==> config.mk <==
export PLATFORM = sky130hd
export DESIGN_NAME = secure_register_arbiter
export DESIGN_NICKNAME = d
export VERILOG_FILES = /design/src/rtl/secure_register_arbiter.sv
export SDC_FILE = /design/constraint.sdc
export NUM_CORES = 1
export LEC_CHECK = 0
export CAP_MARGIN = 20
export CORE_UTILIZATION = 30
export DETAILED_ROUTE_END_ITERATION = 6
export GPL_ROUTABILITY_DRIVEN = 0
export PLACE_DENSITY_LB_ADDON = 0.1
export SETUP_SLACK_MARGIN = 0.5
export SYNTH_ARGS = -nofsm -noshare
export SYNTH_HDL_FRONTEND = slang
export SYNTH_SLANG_ARGS = --single-unit
==> constraint.sdc <==
create_clock -name clk -period 4 [get_ports clk]
set_input_delay 0.8 -clock clk [delete_from_list [all_inputs] [get_ports clk]]
set_output_delay 0.8 -clock clk [all_outputs]
set_load 0.02 [all_outputs]
==> src/rtl/secure_register_arbiter.sv <==
// Round-robin access arbiter guarding one protected register; only thread ID 0 may touch it.
// Requesters that accumulate MAX_VIOL denied accesses are locked out until reset.
module secure_register_arbiter #(
   parameter int                    DATA_WIDTH  = 32,
   parameter int                    NUM_REQ     = 4,
   parameter int                    TID_WIDTH   = 4,
   parameter int                    MAX_VIOL    = 3,
   parameter logic [DATA_WIDTH-1:0] RESET_VALUE = '0
) (
   input  logic                          clk,
   input  logic                          rst,
   input  logic [NUM_REQ-1:0]            req,
   input  logic [NUM_REQ-1:0]            req_wr,
   input  logic [NUM_REQ*TID_WIDTH-1:0]  req_tid,
   input  logic [NUM_REQ*DATA_WIDTH-1:0] req_wdata,
   output logic [NUM_REQ-1:0]            gnt,
   output logic                          done,
   output logic                          err,
   output logic [DATA_WIDTH-1:0]         rdata,
   output logic [NUM_REQ-1:0]            locked
);

   localparam int IDX_W = $clog2(NUM_REQ);
   localparam int CNT_W = $clog2(MAX_VIOL + 1);

   typedef enum logic [1:0] {
      S_IDLE  = 2'd0,
      S_CHECK = 2'd1,
      S_RESP  = 2'd2
   } state_t;

   state_t                  state_q, state_d;
   logic [IDX_W-1:0]        idx_q, idx_d;
   logic                    wr_q, wr_d;
   logic [TID_WIDTH-1:0]    tid_q, tid_d;
   logic [DATA_WIDTH-1:0]   wdata_q, wdata_d;
   logic [DATA_WIDTH-1:0]   reg_q, reg_d;
   logic [DATA_WIDTH-1:0]   rdata_q, rdata_d;
   logic                    err_q, err_d;
   logic [NUM_REQ-1:0]      gnt_q, gnt_d;
   logic                    done_q, done_d;
   logic [IDX_W-1:0]        rr_q, rr_d;
   logic [CNT_W-1:0]        viol_q [NUM_REQ];
   logic [CNT_W-1:0]        viol_d [NUM_REQ];
   logic [NUM_REQ-1:0]      locked_q, locked_d;

   logic [NUM_REQ-1:0]      eligible_s;
   logic                    found_s;
   logic [IDX_W-1:0]        pick_s;

   function automatic logic [IDX_W-1:0] wrap_idx(input logic [IDX_W-1:0] base, input int offset);
      int sum;
      sum = int'(base) + offset;
      sum = (sum >= NUM_REQ) ? (sum - NUM_REQ) : sum;
      return sum[IDX_W-1:0];
   endfunction

   // Round-robin pick: first eligible requester searching upward from the last winner + 1.
   always_comb begin
      eligible_s = req & ~locked_q;
      found_s    = 1'b0;
      pick_s     = '0;
      for (int k = 1; k <= NUM_REQ; k++) begin
         pick_s  = (!found_s && eligible_s[wrap_idx(rr_q, k)]) ? wrap_idx(rr_q, k) : pick_s;
         found_s = found_s | eligible_s[wrap_idx(rr_q, k)];
      end
   end

   // Next-state and datapath updates for the IDLE -> CHECK -> RESP transaction sequence.
   always_comb begin
      state_d  = state_q;
      idx_d    = idx_q;
      wr_d     = wr_q;
      tid_d    = tid_q;
      wdata_d  = wdata_q;
      reg_d    = reg_q;
      rdata_d  = rdata_q;
      err_d    = err_q;
      gnt_d    = '0;
      done_d   = 1'b0;
      rr_d     = rr_q;
      viol_d   = viol_q;
      locked_d = locked_q;

      case (state_q)
         S_IDLE: begin
            if (found_s) begin
               idx_d   = pick_s;
               wr_d    = req_wr[pick_s];
               tid_d   = req_tid[int'(pick_s)*TID_WIDTH +: TID_WIDTH];
               wdata_d = req_wdata[int'(pick_s)*DATA_WIDTH +: DATA_WIDTH];
               state_d = S_CHECK;
            end else begin
               state_d = S_IDLE;
            end
         end
         S_CHECK: begin
            if (tid_q == '0) begin
               if (wr_q) begin
                  reg_d = wdata_q;
               end else begin
                  rdata_d = reg_q;
               end
               err_d = 1'b0;
            end else begin
               rdata_d = '0;
               err_d   = 1'b1;
               if (viol_q[idx_q] < CNT_W'(MAX_VIOL)) begin
                  viol_d[idx_q] = viol_q[idx_q] + 1'b1;
               end else begin
                  viol_d[idx_q] = viol_q[idx_q];
               end
               // Lock on the violation that brings the count to MAX_VIOL.
               if (viol_q[idx_q] >= CNT_W'(MAX_VIOL - 1)) begin
                  locked_d[idx_q] = 1'b1;
               end else begin
                  locked_d[idx_q] = locked_q[idx_q];
               end
            end
            gnt_d[idx_q] = 1'b1;
            done_d       = 1'b1;
            state_d      = S_RESP;
         end
         S_RESP: begin
            rr_d    = idx_q;
            state_d = S_IDLE;
         end
         default: begin
            state_d = S_IDLE;
         end
      endcase
   end

   // State and output registers; reset abandons any in-flight transaction.
   always_ff @(posedge clk or posedge rst) begin
      if (rst) begin
         state_q  <= S_IDLE;
         idx_q    <= '0;
         wr_q     <= 1'b0;
         tid_q    <= '0;
         wdata_q  <= '0;
         reg_q    <= RESET_VALUE;
         rdata_q  <= '0;
         err_q    <= 1'b0;
         gnt_q    <= '0;
         done_q   <= 1'b0;
         rr_q     <= IDX_W'(NUM_REQ - 1);
         locked_q <= '0;
         for (int i = 0; i < NUM_REQ; i++) begin
            viol_q[i] <= '0;
         end
      end else begin
         state_q  <= state_d;
         idx_q    <= idx_d;
         wr_q     <= wr_d;
         tid_q    <= tid_d;
         wdata_q  <= wdata_d;
         reg_q    <= reg_d;
         rdata_q  <= rdata_d;
         err_q    <= err_d;
         gnt_q    <= gnt_d;
         done_q   <= done_d;
         rr_q     <= rr_d;
         locked_q <= locked_d;
         viol_q   <= viol_d;
      end
   end

   assign gnt    = gnt_q;
   assign done   = done_q;
   assign err    = err_q;
   assign rdata  = rdata_q;
   assign locked = locked_q;

endmodule

* After elaboration in Yosys (flattened, before gate mapping) *
Cells that the tools add are included.

cells by class
  add/sub/neg operators = 9
  magnitude comparators = 15
  equal/unequal tests = 3
  shift operators = 2
  mux-type cells = 39
  bitwise gates (word level) = 8
  reductions and logical operators = 14

operators by type and width
  kind                                                                                 count
  128-bit by 8-bit indexed part select with 32-bit output                              1
  32-bit 2-to-1 mux                                                                    2
  2-bit 2-to-1 mux                                                                     11
  2-bit by 3-bit < comparator with 1-bit output, second input constant                 6
  8-bit bitwise mux                                                                    2
  16-bit by 5-bit indexed part select with 4-bit output                                1
  1-bit binary-select mux with 2-bit select                                            6
  3-bit greater-or-equal comparator, second input constant                             4
  1-bit 2-to-1 mux                                                                     10
  4-bit 2-to-1 mux                                                                     2
  8-bit 2-to-1 mux                                                                     1
  2-bit by 1-bit subtractor with 2-bit output, second input constant                   4
  2-bit by 2-bit adder with 3-bit output, second input constant                        2
  2-bit AND reduction                                                                  3
  1-bit logical AND                                                                    5
  2-bit by 3-bit adder with 4-bit output, second input constant                        1
  4-bit AND                                                                            1
  2-bit binary-select mux with 2-bit select                                            1
  4-bit bitwise mux                                                                    1
  2-bit demux with 2-bit select                                                        1
  4-bit by 3-bit greater-or-equal comparator with 1-bit output, second input constant  1
  4-bit zero test                                                                      1
  4-bit NOT                                                                            1
  4-bit OR                                                                             1
  17 further kinds                                                                     21

storage, ports and cells
  flip-flop bits (word level) = 125
  input port bits = 154
  output and inout bits = 42
  logic and storage cells = 106

* Logic depth before layout (Yosys ltp) *
Gate-level depths: netlist of the first run.

  depth after elaboration = 12
  depth in mapped cells = 8
  mapped depth without buffers = 6

* Worst setup path after synthesis of the first run *
Ideal clock, no wire load.

  path kind = in2reg
  start point = input port req[3]
  end point = register tid_q[1]
  setup time = 142 ps
  arrival = 1968 ps
  required time = 3858 ps
  setup slack = 1889 ps
  cell stages on the path = 8
  buffers on the path = 3
  path through = nand3b_1 or3b_1 o211a_1 buf_6 buf_12 buf_8 mux2i_1 o221ai_1

between the ends
  word-level cells in the longest chain between the ends = 9
  elaborated cells between the ends (all ways) = 24
  those cells by class = shift (1); mux (12); bitwise (4); reduce/logical (7)

ends and longest elaborated chain
  what                                                          line    source
  start, declared                                               12      input logic [NUM_REQ-1:0] req,
  4-bit AND (*)                                                 60      eligible_s = req & ~locked_q;
  1-bit binary-select mux with 2-bit select                     64, 65
  1-bit 2-to-1 mux (implied by the code)                        64, 65
  1-bit zero test / 1-bit OR (equally long branches)            64, 65
  1-bit logical AND (tied with other cells)                     64      pick_s = (!found_s && eligible_s[wrap_idx(rr_q, k)]) ? wrap_idx(rr_q, k) : pick_s;
  2-bit 2-to-1 mux (tied with other cells)                      64
  2-bit 2-to-1 mux / 1-bit logical AND (equally long branches)  64
  2-bit 2-to-1 mux                                              64
  16-bit by 5-bit indexed part select with 4-bit output         90      tid_d = req_tid[int'(pick_s)*TID_WIDTH +: TID_WIDTH];
  end signal, assigned                                          156     tid_q <= tid_d;
  end, declared                                                 35      logic [TID_WIDTH-1:0] tid_q, tid_d;

Every way passes the cells marked *; elsewhere a longest branch is shown, timed or not. The select of a mux whose other input is x is not followed.
A chain may end at the register's enable or synchronous reset.

* Worst setup path after layout of the first run *
  start point = input port req[0]
  end point = register wdata_q[8]

between the ends
  word-level cells in the longest chain between the ends = 9
  elaborated cells between the ends (all ways) = 24
  those cells by class = shift (1); mux (12); bitwise (4); reduce/logical (7)

ends and longest elaborated chain
  what                                                          line    source
  4-bit AND (*)                                                 60
  1-bit binary-select mux with 2-bit select                     64, 65
  1-bit 2-to-1 mux (implied by the code)                        64, 65
  1-bit zero test / 1-bit OR (equally long branches)            64, 65
  1-bit logical AND (tied with other cells)                     64
  2-bit 2-to-1 mux (tied with other cells)                      64
  2-bit 2-to-1 mux / 1-bit logical AND (equally long branches)  64
  2-bit 2-to-1 mux                                              64
  128-bit by 8-bit indexed part select with 32-bit output       91      wdata_d = req_wdata[int'(pick_s)*DATA_WIDTH +: DATA_WIDTH];
  end signal, assigned                                          157     wdata_q <= wdata_d;
  end, declared                                                 36      logic [DATA_WIDTH-1:0] wdata_q, wdata_d;

Marked as above.

==> results_dict.tcl, run 1 <==
set metrics [dict create \
    n_fill_cell 1729 \
    dr.pass1.iters 4 \
    syn_inst 437 \
    startpoint_type "primary input" \
    maxCapViolCount 0 \
    setup_viol 0 \
    setup_ws_ns 1.11 \
    cts_resized 0 \
    dp.final_hpwl_um 10100 \
    viasPerCell 4.94 \
    drc 0 \
    report.final.hold_viol_count 0 \
    wl_um 14800 \
    clockBufferDepth 2 \
    ir_worst_vdd_mv 0.399 \
    path_class "primary input to register" \
    synth.most_common_cell "dfrtp_1" \
    numPortBuffers 195 \
    yosys.area.top_type "dfrtp_1" \
    num_rows 50 \
    synth.distinct_cells 40 \
    cts_tree "built" \
    fin_skew_ns 0.00655 \
    slew_viol_final 0 \
    yosysWarnings 0 \
    fin_nets 782 \
    die_y_um 141 \
    final_area_um2 8470 \
    vias 4313 \
    htree_levels 4 \
    p_per_area_nw_per_um2 713 \
    rsz0062_at_grt "false" \
    cts_root_buf "clkbuf_16" \
    path_max_fanout 43 \
    post_drt_wl_per_cell_um 17.0 \
    async_flop_share_pct 100 \
    finalSetupTns_ns 0 \
    die_w_um 141 \
    pin_count 196 \
    grt_pass1_wl_um 24000 \
    start_util_pct 30.7 \
    coreArea_um2 18800 \
    ys_seq_elements 124 \
    clk_pin_slew_ns 0.06 \
    grt_use_total_pct 15.8 \
    ys_top_cells_by_count "122 x dfrtp_1, 74 x mux2i_1, 46 x nand2_1" \
    synth_edf_count 0 \
    cts.sink_count 124 \
    synthTopCellsByArea "dfrtp_1 53%, mux2i_1 13%, o221ai_1 5.6%, a22o_1 4.9%, mux2_1 4.7%" \
    cts_buffers 17 \
    syn-num-nets 593 \
    fin_hold_ws_ns 0.481 \
    synth_ff_type "dfrtp_1" \
    cts_setup_buffers 0 \
    dr.first_iter.drc_count 162 \
    finalCriticalPeriod_ns 2.89 \
    status "completed" \
    yosysSeqAreaShare_pct 53.9 \
    ant_nets 0 \
    placed_area_um2 7860 \
    clock_latency_ns 0.41 \
    dieArea_um2 19800 \
    p_leak_nw 3.70 \
    syn_area_per_cell_um2 13.2 \
    drive_gt1_share_pct 12.2 \
    num_antenna_cells 0 \
    hp-class "register to register" \
    endpoint_kind "register" \
    grt_start_max_net_pins 67 \
    slew_headroom_pct 39.9 \
    cts_hold_buf 0 \
    antenna_found_initial 0 \
    place_ws_ns 0.712 \
    worst_pin_slew_ns 0.899 \
    final_util_pct 45.1 \
    netlist_area_um2 5760 \
    fmax_mhz 346 \
    synth_top_area_share_pct 53.0 \
    period_share_pct 72.2 \
    grt_overflow 0 \
    crit_required_ns 4.26 \
    synthToLayoutAreaGrowth_pct 47.1 \
    cp_data_arrival_time_ns 3.14 \
    grt_pass1_vias 4489 \
]
[metal layers]
layer | part of all wire [%] | global-route usage (%) | vias to the layer above
met1 | 44 | 20.0 | 2148
met2 | 48 | 25.3 | 133
li1 | - | - | 2016
met3 | 6.5 | 4.62 | 16
met4 | 1.4 | 6.35 | 0
met5 | 0 | 0 | -
[path summary, 6_finish.rpt]
kind | start | to | slack [ns] | cells after the start
min in group asynchronous | rst | wr_q$_DFFE_PP0P_ | 0.92 | 2
worst max-delay path | req[0] | wdata_q[8]$_DFFE_PP0P_ | 1.11 | 7
worst min register to register | wdata_q[13]$_DFFE_PP0P_ | wdata_q[13]$_DFFE_PP0P_ | 0.48 | 2
worst min-delay path | wdata_q[13]$_DFFE_PP0P_ | wdata_q[13]$_DFFE_PP0P_ | 0.48 | 2
worst max register to register | done$_DFF_PP0_ | reg_q[3]$_DFFE_PP0P_ | 1.40 | 4
max in group asynchronous | rst | rdata[17]$_DFFE_PP0P_ | 2.27 | 3
[critical path: stages]
cell             delay, ns
clkdlybuf4s50_1       0.42
nor2b_1               0.17
a21oi_1               0.22
o211a_4               0.73
buf_12                0.33
mux2i_1               0.25
o221ai_1              0.15
[power breakdown]
group          total [mW]  internal (mW)  switching (mW)
combinational        2.38           1.16            1.22
sequential           2.10           1.78           0.319
clock                1.57          0.996           0.571
total                6.04           3.94            2.11
[registers in the layout, indices dropped and copies added (netlist names), 2 cells and up]
signal / cells
idx_q: 2
locked: 4
tid_q: 4
rdata: 32
gnt: 4
rr_q: 2
reg_q: 32
wdata_q: 32
viol_q: 8
[cells by family (layout without fill, tap and decap cells)]
logic type / count (synthesis) / after routing / synth area share, %
AOI/OAI and AO/OA: 79 / 79 / 11.8
xor gates and xnor gates: 1 / 1 / 0.152
adders and majority gates: 2 / 2 / 0.434
and+or+nand+nor: 72 / 72 / 6.21
buffers and inverters: 36 / 238 / 4.52
DFF: 124 / 124 / 53.9
muxes: 123 / 123 / 23.0
[cell usage in the layout, fill, tap and decap left out, types with 2 or more instances in the layout]
cell type	count
nor2_1	4
nand2b_4	2
clkdlybuf4s50_1	195
bufinv_16	3
dfstp_2	2
clkinvlp_4	5
a21oi_1	3
dfrtp_1	122
nand2_1	46
clkinv_2	3
mux2i_1	74
nor2b_1	3
clkbuf_16	17
or3b_1	2
nand2b_1	4
mux2_1	24
buf_4	5
o21ai_1	2
o221ai_1	37
ha_1	2
mux2_2	22
or3_1	2
buf_12	2
mux4_2	3
clkinv_4	3
a22o_1	32
inv_1	2
[metrics by stage]
step,power (mW),std cells
floorplan,3.83,437
global placement,4.48,841
detailed placement,4.54,841
CTS,6.15,873
global route,6.46,873
finish,6.04,873
[layout make-up]
type	count	area (µm²)	share of cell area [%]
Clock buffer	18	439	5.18
Clock inverter	14	170	2.01
Inverter	4	18.8	0.222
Multi-Input combinational cell	277	2420	28.5
Sequential cell	124	3110	36.7
Tap cell	234	293	3.46
Timing Repair Buffer	202	2030	24.0
Note: power is estimated with default switching activity, not from simulation.
==> inputs of run 2 (changes only) <==
==> constraint.sdc (replaced) <==
create_clock -name clk -period 2.85 [get_ports clk]
set_input_delay 0.57 -clock clk [delete_from_list [all_inputs] [get_ports clk]]
set_output_delay 0.57 -clock clk [all_outputs]
set_load 0.02 [all_outputs]
==> results_dict.tcl, run 2 (synthesis results as in run 1) <==
set metrics [dict create \
    status "completed" \
    ant_nets 0 \
    fin_skew_ns 0.00942 \
    grt_use_total_pct 15.9 \
    antenna_found_initial 0 \
    path_buf_inv 0 \
    period_share_pct 76.2 \
    layout_common_cells "195 x clkdlybuf4s50_1, 122 x dfrtp_1, 74 x mux2i_1, 46 x nand2_1, 37 x o221ai_1" \
    crit_required_ns 3.14 \
    cp_data_arrival_time_ns 2.47 \
    finalCriticalPeriod_ns 2.17 \
    pin_count 196 \
    dr.first_iter.drc_count 214 \
    worst_pin_slew_ns 0.674 \
    clock_latency_ns 0.41 \
    slew_headroom_pct 54.7 \
    clockBufferDepth 2 \
    cts_root_buf "clkbuf_16" \
    fmax_mhz 460 \
    num_antenna_cells 0 \
    htree_levels 4 \
    grt_overflow 0 \
    grt_pass1_wl_um 24100 \
    final_util_pct 45.4 \
    post_drt_wl_per_cell_um 16.9 \
    startpoint_type "register" \
    finalSetupTns_ns 0 \
    clock_power_share_pct 24.5 \
    p_per_area_nw_per_um2 989 \
    worstPathCellList "mux4_2 -> ha_1 -> or3_4 -> mux2_2" \
    slew_viol_final 0 \
    synthToLayoutAreaGrowth_pct 48.0 \
    cpPeakStageDelay_ns 0.61 \
    pwr-share-comb_pct 40.6 \
    cpLargestDelayFamily "multiplexers" \
    swShare_pct 34.7 \
    ir_worst_vdd_mv 0.382 \
    drive_gt1_share_pct 12.7 \
    cts.sink_count 124 \
    dp.final_hpwl_um 10300 \
    drc 0 \
    setup_ws_ns 0.678 \
    rsz0062_at_grt "false" \
    cts_tree "built" \
    die_y_um 141 \
    start_util_pct 30.7 \
    layout_commonest_cell "clkdlybuf4s50_1" \
    cts_hold_buf 0 \
    clk_pin_slew_ns 0.06 \
    wl_um 14900 \
    path_max_fanout 10 \
    die_w_um 141 \
    cpMaxStageDelayCell "mux4_2" \
    n_fill_cell 1724 \
    dr.pass1.iters 4 \
    report.final.hold_viol_count 0 \
    multi_input_area_um2 2420 \
    viasPerCell 4.87 \
    p_switching_mw 2.92 \
    p_leak_nw 3.74 \
    path_class "register to register" \
    cts_buffers 17 \
    maxCapViolCount 0 \
    pwr-share-seq_pct 34.9 \
    p_int_mw 5.51 \
    grt_start_max_net_pins 64 \
    num_rows 50 \
    hp-class "register to register" \
    endpoint_kind "register" \
    dieArea_um2 19800 \
    final-seq-area_um2 3110 \
    vias 4284 \
    numPortBuffers 195 \
    place_ws_ns 0.208 \
    fin_nets 788 \
    grt_pass1_vias 4625 \
    setup_viol 0 \
    coreArea_um2 18800 \
]
-- run 2: cell types whose count changed in the layout (fill, tap and decap cells not counted), moves of 2 or more --
cell	change
clkbuf_1	+2
buf_12	+4
clkinvlp_4	-2
buf_4	+2
clkinv_2	+3
-- run 2: final cells by class --
class                      count  share of cell area, %
timing repair buffer         208                   24.9
sequential                   124                   36.4
clock inverter                12                   1.44
tap                          234                   3.43
multi-input combinational    277                   28.3
inverter                       4                  0.220
clock buffer                  20                   5.24
-- run 2: metrics by stage --
stage | instances | power [mW] | hold slack [ns] | instance area [µm²]
floorplan | 437 | 5.38 | 0.449 | 5770
global placement | 846 | 6.36 | 0.465 | 7950
detailed placement | 846 | 6.45 | 0.470 | 7950
CTS | 878 | 8.57 | 0.486 | 8520
global route | 879 | 9.04 | 0.499 | 8530
finish | 879 | 8.43 | 0.479 | 8530
-- run 2: path summary, 6_finish.rpt --
path,start,end,slack [ns],depth (start not counted)
max,idx_q[0]$_DFFE_PP0P_,locked[0]$_DFFE_PP0P_,0.68,4
min,wdata_q[7]$_DFFE_PP0P_,wdata_q[7]$_DFFE_PP0P_,0.48,2
max reg2reg,idx_q[0]$_DFFE_PP0P_,locked[0]$_DFFE_PP0P_,0.68,4
min reg2reg,wdata_q[7]$_DFFE_PP0P_,wdata_q[7]$_DFFE_PP0P_,0.48,2
max in group asynchronous,rst,rdata[9]$_DFFE_PP0P_,1.64,3
min in group asynchronous,rst,wdata_q[27]$_DFFE_PP0P_,0.54,2
-- run 2: power by group through the flow --
stage	clock network (mW)	logic [mW]	registers [mW]
final	2.06	3.43	2.94
after global routing	2.20	3.79	3.04
after CTS	2.12	3.49	2.95
after detailed placement	0	3.47	2.98
after global placement	0	3.40	2.95
after floorplan	0	2.41	2.97
-- run 2: worst register-to-register path: cells and delay by family (launching register included) --
family        cells  cell delay [ns]
fa+ha+maj         1             0.20
flops             1             0.58
simple gates      1             0.40
mux               2             0.88
-- run 2: layer usage --
layer  part of all wire (%)  track usage (%)
met1                     45             19.9
met2                     47             25.6
met3                    6.9             5.77
met4                   0.98             4.86
met5                      0                0
-- run 2: repair_timing --
item | 4_1_cts | 5_1_grt
resized for setup | 0 | 0
setup buffers | 0 | 1
setup endpoints to repair | 0 | 3
==> inputs of run 3 (changes only) <==
==> constraint.sdc (replaced) <==
create_clock -name clk -period 1.95 [get_ports clk]
set_input_delay 0.39 -clock clk [delete_from_list [all_inputs] [get_ports clk]]
set_output_delay 0.39 -clock clk [all_outputs]
set_load 0.02 [all_outputs]
==> results_dict.tcl, run 3 (synthesis results as in run 1) <==
set metrics [dict create \
    drc 0 \
    ir_worst_vdd_mv 0.655 \
    num_antenna_cells 0 \
    cts_hold_buf 0 \
    htree_levels 4 \
    antenna_found_initial 0 \
    cts_buffers 17 \
    grt_pass1_vias 4957 \
    ff2ff_path_depth 7 \
    layout_common_cells "152 x clkdlybuf4s50_1, 118 x dfrtp_1, 54 x mux2i_1, 44 x nand2_1, 39 x buf_2" \
    start_util_pct 30.7 \
    finalCriticalPeriod_ns 1.95 \
    clockBufferDepth 2 \
    grt_start_max_net_pins 66 \
    viasPerCell 4.94 \
    synthToLayoutAreaGrowth_pct 68.1 \
    startpoint_type "register" \
    rsz0062_at_grt "true" \
    place_ws_ns -0.398 \
    post_drt_wl_per_cell_um 19.7 \
    worst_pin_slew_ns 0.377 \
    worstPathCellList "nand3b_1 -> or3b_1 -> o211a_4 -> buf_12 -> buf_16 -> mux2i_2 -> o221ai_2" \
    ff2ff_setup_slack_ns -0.002 \
    p_per_area_nw_per_um2 1550 \
    drive_gt1_share_pct 34.7 \
    cts_tree "built" \
    cts.sink_count 124 \
    wl_um 18400 \
    ant_nets 0 \
    clk_pin_slew_ns 0.05 \
    report.final.hold_viol_count 0 \
    grt_pass1_wl_um 26900 \
    maxCapViolCount 0 \
    layout_commonest_cell "clkdlybuf4s50_1" \
    path_class "register to register" \
    cp.depth 7 \
    dp.final_hpwl_um 11300 \
    slew_headroom_pct 74.9 \
    endpoint_kind "register" \
    p_leak_nw 4.46 \
    setup_ws_ns -0.00206 \
    fmax_mhz 512 \
    violations "negative setup slack" \
    dr.pass1.iters 4 \
    cpPeakStageDelay_ns 0.57 \
    crit_required_ns 2.23 \
    cts_root_buf "clkbuf_16" \
    hp-class "primary input to asynchronous set/reset pin" \
    cpLargestDelayFamily "flip-flops" \
    endpoint "wr_q$_DFFE_PP0P_" \
    status "finished, violations left" \
    path_max_fanout 8 \
    r2r-end "wr_q$_DFFE_PP0P_" \
    slew_viol_final 0 \
    setup_viol 1 \
    dieArea_um2 19800 \
    fin_skew_ns 0.0111 \
    path_buf_inv 2 \
    die_y_um 141 \
    period_share_pct 100 \
    fin_nets 840 \
    cpMaxStageDelayCell "dfstp_2" \
    coreArea_um2 18800 \
    grt_use_total_pct 18.0 \
    dr.first_iter.drc_count 174 \
    cp_data_arrival_time_ns 2.23 \
    grt_overflow 0 \
    finalSetupTns_ns -0.00206 \
    num_rows 50 \
    power_mw 15.0 \
    vias 4599 \
    startpoint "rr_q[1]$_DFFE_PP1N_" \
    pin_count 196 \
    numPortBuffers 195 \
    reg2reg_from "rr_q[1]$_DFFE_PP1N_" \
    die_w_um 141 \
    clock_latency_ns 0.42 \
]
-- run 3: cell types whose count changed in the layout (fill, tap and decap cells not counted), moves of 12 or more --
cell             change
clkdlybuf4s50_1     -43
buf_2               +39
mux2_4              +34
mux2_1              -23
mux2i_1             -20
mux2i_2             +15
buf_4               +13
buf_6               +12
-- run 3: layout make-up --
class                      count  area [µm²]
sequential                   124        3110
timing repair buffer         260        2840
clock buffer                  21         480
clock inverter                11         164
multi-input combinational    277        2780
fill                        1619        9080
inverter                       4        21.3
tap                          234         293
-- run 3: worst register-to-register path: stages (launching register included) --
cell	delay, ns
dfstp_2	0.57
nand3b_1	0.11
or3b_1	0.20
o211a_4	0.20
buf_12	0.18
buf_16	0.18
mux2i_2	0.27
o221ai_2	0.12
-- run 3: how the worst min path moves through the flow --
stage / startpoint / end / slack (ns) / cells after the start
detailed placement: wdata_q[2]$_DFFE_PP0P_ / wdata_q[2]$_DFFE_PP0P_ / 0.47 / 2
CTS: rst / rdata[27]$_DFFE_PP0P_ / 0.20 / 2
global placement: reg_q[15]$_DFFE_PP0P_ / rdata[15]$_DFFE_PP0P_ / 0.47 / 1
global route: rst / rdata[27]$_DFFE_PP0P_ / 0.21 / 2
finish: rst / rdata[27]$_DFFE_PP0P_ / 0.22 / 2
floorplan: wdata_q[10]$_DFFE_PP0P_ / wdata_q[10]$_DFFE_PP0P_ / 0.45 / 2
-- run 3: repair_timing --
| item | in CTS | in global routing |
|---|---|---|
| buffers inserted | 14 | 5 |
| pin swaps | 20 | 16 |
| setup endpoints to repair | 157 | 118 |
| resized for setup | 221 | 51 |
| gates cloned | 10 | 9 |
| endpoints found under the hold margin | 0 | 0 |
-- run 3: power breakdown --
group / total [mW] / internal [mW] / switching [mW]
logic: 7.33 / 4.00 / 3.32
registers: 4.30 / 3.64 / 0.661
clock network: 3.40 / 2.27 / 1.13
total: 15.0 / 9.91 / 5.12
-- run 3: routing by layer --
layer / GRT usage [%] / wire, µm / vias to the layer above
li1: - / - / 2143
met1: 21.6 / 7890 / 2279
met2: 31.3 / 9210 / 162
met3: 4.93 / 1060 / 15
met4: 5.55 / 212 / 0
met5: 0 / 0 / -
-- run 3: per-stage QoR --
step | util, % | instance area, µm² | hold slack, ns | std cells
after CTS | 49.1 | 9220 | 0.203 | 917
after detailed placement | 43.7 | 8200 | 0.474 | 861
after floorplan | - | 5920 | 0.452 | 437
final | 51.6 | 9690 | 0.223 | 931
after global placement | 43.7 | 8200 | 0.469 | 861
after global routing | 51.6 | 9690 | 0.214 | 931
